$ cat config.mk
export PLATFORM = sky130hd
export DESIGN_NAME = move_flipper
export DESIGN_NICKNAME = d
export VERILOG_FILES = /design/src/rtl/othello_pkg.sv /design/src/rtl/dir_offset_lut.sv /design/src/rtl/move_flipper.sv
export SDC_FILE = /design/constraint.sdc
export NUM_CORES = 1
export LEC_CHECK = 0
export ABC_AREA = 1
export CAP_MARGIN = 20
export CORE_AREA = 3 3 79 81
export DETAILED_ROUTE_END_ITERATION = 8
export DIE_AREA = 0 0 82 84
export PLACE_DENSITY = 0.76
export SLEW_MARGIN = 20
export SYNTH_ARGS = -nofsm -noshare
export SYNTH_HDL_FRONTEND = slang
export SYNTH_SLANG_ARGS = --single-unit
$ cat constraint.sdc
create_clock -name clock -period 4.1 [get_ports clock]
set_clock_uncertainty 0.2 [all_clocks]
set_input_delay 0.41 -clock clock [delete_from_list [all_inputs] [get_ports clock]]
set_output_delay 0.41 -clock clock [all_outputs]
set_load 0.005 [all_outputs]
$ cat src/rtl/othello_pkg.sv
// othello_pkg: shared Othello definitions.
//   Cell codes, board geometry, move_flipper state enum, and the eight
//   ray offsets in their fixed scan order (NW, N, NE, W, E, SW, S, SE).
package othello_pkg;

    localparam logic [1:0] CELL_EMPTY  = 2'b00;
    localparam logic [1:0] CELL_P1     = 2'b01;
    localparam logic [1:0] CELL_P2     = 2'b10;
    localparam logic [1:0] CELL_BORDER = 2'b11;

    localparam int BOARD_CELLS = 100;
    localparam int BOARD_W     = 10;

    typedef enum logic [3:0] {
        ST_IDLE,
        ST_CHK_RD,
        ST_CHK_EV,
        ST_DIR_INIT,
        ST_STEP_RD,
        ST_STEP_EV,
        ST_FLIP_WR,
        ST_NEXT_DIR,
        ST_PLACE,
        ST_DONE
    } flip_state_t;

    localparam logic signed [6:0] DIR_OFFSETS [8] = '{
        -7'sd11, -7'sd10, -7'sd9, -7'sd1, 7'sd1, 7'sd9, 7'sd10, 7'sd11
    };

    // A request is rejected without touching RAM when the mover code is not a
    // player or the target lies outside the board.
    function automatic logic request_valid(input logic [6:0] pos, input logic [1:0] player);
        return (player == CELL_P1 || player == CELL_P2) && (pos < 7'(BOARD_CELLS));
    endfunction

endpackage

$ cat src/rtl/dir_offset_lut.sv
// dir_offset_lut: maps a ray index to its 7-bit two's-complement cell offset.
//   d    in  3  ray index 0..7
//   off  out 7  address offset, added modulo 128
module dir_offset_lut
    import othello_pkg::*;
(
    input  logic [2:0] d,
    output logic [6:0] off
);

    assign off = DIR_OFFSETS[d];

endmodule

$ cat src/rtl/move_flipper.sv
// move_flipper: executes one Othello move on the shared 10x10 board RAM.
//   clock, reset      single clock, synchronous active-high reset
//   start/pos/player  move request, accepted only in IDLE
//   q                 RAM read data, one cycle after addr
//   busy, ctrl_mem    high while the move owns the RAM
//   done              one-cycle completion pulse
//   legal, flips      result, held until the next accepted start
//   addr/data/wren    RAM access
// Optional: MOVE_FLIPPER_DRYRUN_EN adds input dry_run; when latched high the
// move is evaluated fully but never written.
//
// state     | meaning
// ----------+------------------------------------------------------
// IDLE      | waiting for start
// CHK_RD    | reading target cell
// CHK_EV    | target must be empty
// DIR_INIT  | first cell of ray d
// STEP_RD   | reading cell cur of ray d
// STEP_EV   | extend opponent run / bracket found / ray dead
// FLIP_WR   | writing player over the bracketed run
// NEXT_DIR  | advance ray, or place / finish after ray 7
// PLACE     | write player at target, mark legal
// DONE      | raise done, return to IDLE
module move_flipper
    import othello_pkg::*;
(
    input  logic       clock,
    input  logic       reset,
    input  logic       start,
    input  logic [6:0] pos,
    input  logic [1:0] player,
    input  logic [1:0] q,
    output logic       busy,
    output logic       done,
    output logic       legal,
    output logic [4:0] flips,
    output logic       ctrl_mem,
    output logic [6:0] addr,
    output logic [1:0] data,
    output logic       wren
`ifdef MOVE_FLIPPER_DRYRUN_EN
    ,
    input  logic       dry_run
`endif
);

    flip_state_t state;
    logic [6:0]  pos_r;
    logic [1:0]  player_r;
    logic        dry_r;
    logic [2:0]  d;
    logic [6:0]  cur;
    logic [3:0]  run;
    logic [6:0]  off;
    logic        dry_in;

`ifdef MOVE_FLIPPER_DRYRUN_EN
    assign dry_in = dry_run;
`else
    assign dry_in = 1'b0;
`endif

    dir_offset_lut u_dir_offset_lut (
        .d   (d),
        .off (off)
    );

    logic [6:0] first_cell;
    logic [6:0] next_cell;
    logic [1:0] wr_data;

    assign first_cell = pos_r + off;
    assign next_cell  = cur + off;
    assign wr_data    = dry_r ? CELL_EMPTY : player_r;

    // addr/data/wren are registered, so they are loaded on the transition
    // into the state that uses them.
    always_ff @(posedge clock) begin
        if (reset) begin
            state    <= ST_IDLE;
            pos_r    <= '0;
            player_r <= '0;
            dry_r    <= 1'b0;
            d        <= '0;
            cur      <= '0;
            run      <= '0;
            busy     <= 1'b0;
            done     <= 1'b0;
            legal    <= 1'b0;
            flips    <= '0;
            ctrl_mem <= 1'b0;
            addr     <= '0;
            data     <= '0;
            wren     <= 1'b0;
        end else begin
            done <= 1'b0;
            wren <= 1'b0;
            data <= CELL_EMPTY;
            addr <= '0;
            case (state)
                ST_IDLE: begin
                    busy     <= 1'b0;
                    ctrl_mem <= 1'b0;
                    if (start) begin
                        pos_r    <= pos;
                        player_r <= player;
                        dry_r    <= dry_in;
                        legal    <= 1'b0;
                        flips    <= '0;
                        busy     <= 1'b1;
                        ctrl_mem <= 1'b1;
                        if (request_valid(pos, player)) begin
                            addr  <= pos;
                            state <= ST_CHK_RD;
                        end else begin
                            state <= ST_DONE;
                        end
                    end
                end
                ST_CHK_RD: state <= ST_CHK_EV;
                ST_CHK_EV: begin
                    if (q != CELL_EMPTY) begin
                        state <= ST_DONE;
                    end else begin
                        d     <= '0;
                        state <= ST_DIR_INIT;
                    end
                end
                ST_DIR_INIT: begin
                    cur   <= first_cell;
                    run   <= '0;
                    addr  <= first_cell;
                    state <= ST_STEP_RD;
                end
                ST_STEP_RD: state <= ST_STEP_EV;
                ST_STEP_EV: begin
                    if (q == (player_r ^ 2'b11)) begin
                        run   <= run + 4'd1;
                        cur   <= next_cell;
                        addr  <= next_cell;
                        state <= ST_STEP_RD;
                    end else if (q == player_r && run != 4'd0) begin
                        // Rewind to the first cell of the ray and flip run cells.
                        cur   <= first_cell;
                        addr  <= first_cell;
                        wren  <= ~dry_r;
                        data  <= wr_data;
                        state <= ST_FLIP_WR;
                    end else begin
                        state <= ST_NEXT_DIR;
                    end
                end
                ST_FLIP_WR: begin
                    cur   <= next_cell;
                    run   <= run - 4'd1;
                    flips <= flips + 5'd1;
                    if (run > 4'd1) begin
                        addr <= next_cell;
                        wren <= ~dry_r;
                        data <= wr_data;
                    end else begin
                        state <= ST_NEXT_DIR;
                    end
                end
                ST_NEXT_DIR: begin
                    d <= d + 3'd1;
                    if (d != 3'd7) begin
                        state <= ST_DIR_INIT;
                    end else if (flips != 5'd0) begin
                        addr  <= pos_r;
                        wren  <= ~dry_r;
                        data  <= wr_data;
                        state <= ST_PLACE;
                    end else begin
                        state <= ST_DONE;
                    end
                end
                ST_PLACE: begin
                    legal <= 1'b1;
                    state <= ST_DONE;
                end
                ST_DONE: begin
                    done  <= 1'b1;
                    state <= ST_IDLE;
                end
                default: state <= ST_IDLE;
            endcase
        end
    end

endmodule

==> summary.md <==
| Metric | Value |
|---|---|
| Clk_lat worst skew | `roughly 0.31 ns` |
| Multi-input logic area | `1970 um2` |
| Worst Max-Slew Pin Slew | `between 0.5 and 0.6 ns` |
| WS Path Type | `reg -> reg` |
| Vias in the first global route | `between 2000 and 3000` |
| DRT Pass-1 Iters | `4` |
| Worst slew margin | `0.649` |
| Final period utilization | `0.727` |
| Distinct cells, synth | `44` |
| Cells after synthesis | `485` |
| Critical path endpoint category | `flip-flop` |
| Post-Syn Area per Cell | `6.57 um2` |
| Final max-slew violation count | `0` |
| # DRC | `0` |
| Status | `completed` |
| Final nets | `around 550` |
| DR WL/cell | `roughly 14 um` |
| Filler cell count in the final layout | `between 500 and 600` |
| Die Wd | `between 80 and 90 um` |
| # port buffers | `32` |
| Mapped cell area | `around 3200 um2` |
| CTS tree | `built` |
| Grt ovf | `0` |
| Total CTS buffers | `5` |
| Total core area | `about 5500 um2` |
| H-Tree Depth | `2` |
| WHS | `0.277 ns` |
| CTS Sinks | `45` |
| Setup TNS | `0 ns` |
| Worst VDD drop | `approximately 0.00021 V` |
| Post-synthesis sequential area ratio | `0.283` |
| LEAKAGE | `0.00172 uW` |
| RSZ-0062 raised after global routing | `false` |
| Total Routing Usage GR | `0.255` |
| Fmax | `between 300 and 400 MHz` |
| Layout cell share with drive strength beyond 1 | `0.0659` |
| Vias per inst | `approximately 5.4` |
| Mapped Nets | `about 520` |
| Hold Crit Class | `reg -> reg` |
| WP data arrival | `3.01 ns` |
| Startpoint types | `flip-flop` |
| Final setup viols | `0` |
| Rows | `27` |
| Final hold vios | `0` |
| Clock Pin Slew Worst Setup and Hold Paths | `about 0.09 ns` |
| Non-Filler Instances | `approximately 590` |
| Largest net degree at the start of global routing | `19` |
| Cts hold-fix bufs | `0` |
| WL final | `about 8200 um` |
| Clock root buffer | `clkbuf_8` |
| Initial Utilization | `0.575` |
| Final ANT Viol Nets | `0` |
| Global-route wire length before repair | `13800 um` |
| Fin crit period | `2.98 ns` |
| Yosys warning total | `0` |
| I/O pin total | `33` |
| Synth Register Bits | `between 40 and 50` |
| Initial drt markers | `254` |
| Initial antenna violation count | `0` |
| Antenna Diode Count | `0` |
| Placed cell count | `580` |
| Max-Cap Viols | `0` |
| CP max FO | `5` |
| Die Y | `between 80 and 90 um` |
| FF+latch area | `between 900 and 1000 um2` |
| P per Cell Area | `341 nW/um2` |
| Vias | `between 3000 and 4000` |
| Max clock buf depth | `2` |
| Routability Congestion | `slightly above 1` |
| Worst EP required | `4.13 ns` |
| Layout overhead on the synthesized area | `13.9%` |
| DPL Wire Length | `roughly 6300 um` |
| Die area | `between 6000 and 7000 um2` |
| Setup repair bufs after CTS | `0` |
| Cts repair resizes | `0` |
## power by group
group          total (uW)  internal, uW  switching [uW]
logic                 428           155             273
registers             527           483            44.0
clock network         281           119             162
## layer usage
layer	GRT usage	wire length [um]	up-vias
met2	0.396	3810	79
met4	0.0650	64	0
met3	0.0410	440	7
met1	0.362	3930	1466
li1	-	-	1612
met5	0	0	-
## path summary, 6_finish.rpt
kind | cells past startpoint | slack [ns] | endpoint | start
worst max-delay path | 14 | 1.12 | addr[4] | d[0]
worst min-delay path | 2 | 0.28 | legal | legal
worst max register to register | 14 | 1.12 | addr[4] | d[0]
worst min register to register | 2 | 0.28 | legal | legal
## Yosys cell counts
| library cell | instances | area share |
|---|---|---|
| nand3_1 | 36 | 0.057 |
| and2_1 | 1 | 0.0020 |
| nand4_1 | 6 | 0.012 |
| nor2_2 | 1 | 0.0020 |
| o21ai_2 | 2 | 0.0055 |
| inv_2 | 4 | 0.0047 |
| nand2_4 | 3 | 0.011 |
| o21ai_1 | 2 | 0.0031 |
| o221ai_1 | 1 | 0.0027 |
| a211oi_1 | 2 | 0.0047 |
| a21oi_1 | 32 | 0.050 |
| nor4_1 | 1 | 0.0020 |
| buf_6 | 1 | 0.0035 |
| a221oi_1 | 1 | 0.0027 |
| nor3_1 | 4 | 0.0063 |
| clkinv_2 | 1 | 0.0016 |
| a22o_1 | 2 | 0.0055 |
| o31ai_1 | 3 | 0.0071 |
| inv_4 | 1 | 0.0020 |
| buf_2 | 2 | 0.0031 |
| xor2_2 | 1 | 0.0051 |
| nand3_4 | 1 | 0.0055 |
| buf_1 | 1 | 0.0012 |
| buf_4 | 3 | 0.0071 |
| xor2_1 | 4 | 0.011 |
| or2_0 | 1 | 0.0020 |
| nand3_2 | 1 | 0.0031 |
| nand2_2 | 4 | 0.0079 |
| nor2_4 | 4 | 0.014 |
| inv_1 | 62 | 0.073 |
| nand3b_1 | 1 | 0.0024 |
| mux2i_1 | 1 | 0.0031 |
| a31oi_1 | 1 | 0.0020 |
| o211ai_1 | 3 | 0.0071 |
| fa_1 | 2 | 0.013 |
| clkbuf_1 | 3 | 0.0035 |
| o21ai_0 | 22 | 0.035 |
| ha_1 | 23 | 0.090 |
| dfxtp_1 | 45 | 0.28 |
| nor2_1 | 60 | 0.071 |
| xnor2_1 | 5 | 0.014 |
| a21oi_4 | 1 | 0.0051 |
| or2_2 | 2 | 0.0039 |
| nand2_1 | 128 | 0.15 |
## per-stage QoR
step | cell area (um2) | setup slack [ns] | util | power [uW]
after CTS | 3630 | 1.17 | 0.655 | 1230
after detailed placement | 3550 | 1.18 | 0.640 | 957
after global routing | 3630 | 0.861 | 0.655 | 1310
final | 3630 | 1.12 | 0.655 | 1240
after global placement | 3550 | 1.34 | 0.640 | 947
after floorplan | 3190 | 1.66 | - | 842
## cells by family after synthesis
family	count (synthesis)	share of synthesized area
mux	1	0.00314
fa+ha+maj	25	0.103
buf+inv	78	0.0997
compound gates	72	0.130
flops	45	0.283
simple gates	254	0.351
xor+xnor	10	0.0298
## cell type report
type / instances / share of cell area
Multi-Input combinational cell: 362 / 0.542
Tap cell: 72 / 0.0248
Clock inverter: 2 / 0.00276
Timing Repair Buffer: 33 / 0.0903
Clock buffer: 6 / 0.0200
Inverter: 68 / 0.0714
Sequential cell: 45 / 0.248
## registers in the layout, indices dropped and copies added (netlist names), 2 cells and up
name / flops
state: 4
flips: 5
pos_r: 7
player_r: 2
cur: 7
run: 4
data: 2
addr: 7
d: 3
## critical path, cell delays in order (launching register included)
cell and delay (ns):
dfxtp_1 0.42, inv_1 0.09, ha_1 0.22, o21ai_0 0.40, inv_1 0.18, fa_1 0.45, inv_1 0.09, nand2_1 0.06
nand2_1 0.09, nand2_1 0.07, xnor2_1 0.23, nand2_1 0.09, nand2_1 0.09, nand2_1 0.05, a21oi_1 0.16
## layout by cell type, fill, tap and decap left out, drive strengths merged
cell type	n
o211ai	3
nand2	135
clkinv	3
xor2	5
or2	3
o31ai	3
clkdlybuf4s50	32
buf	1
nor4	1
nand4	6
a211oi	2
o21ai	26
a22o	2
a31oi	1
nand3b	1
nand3	38
clkbuf	6
a21oi	33
ha	23
o221ai	1
nor2	65
and2	1
xnor2	5
mux2i	1
a221oi	1
inv	67
fa	2
nor3	4
dfxtp	45
(Power assumes the default switching activity.)
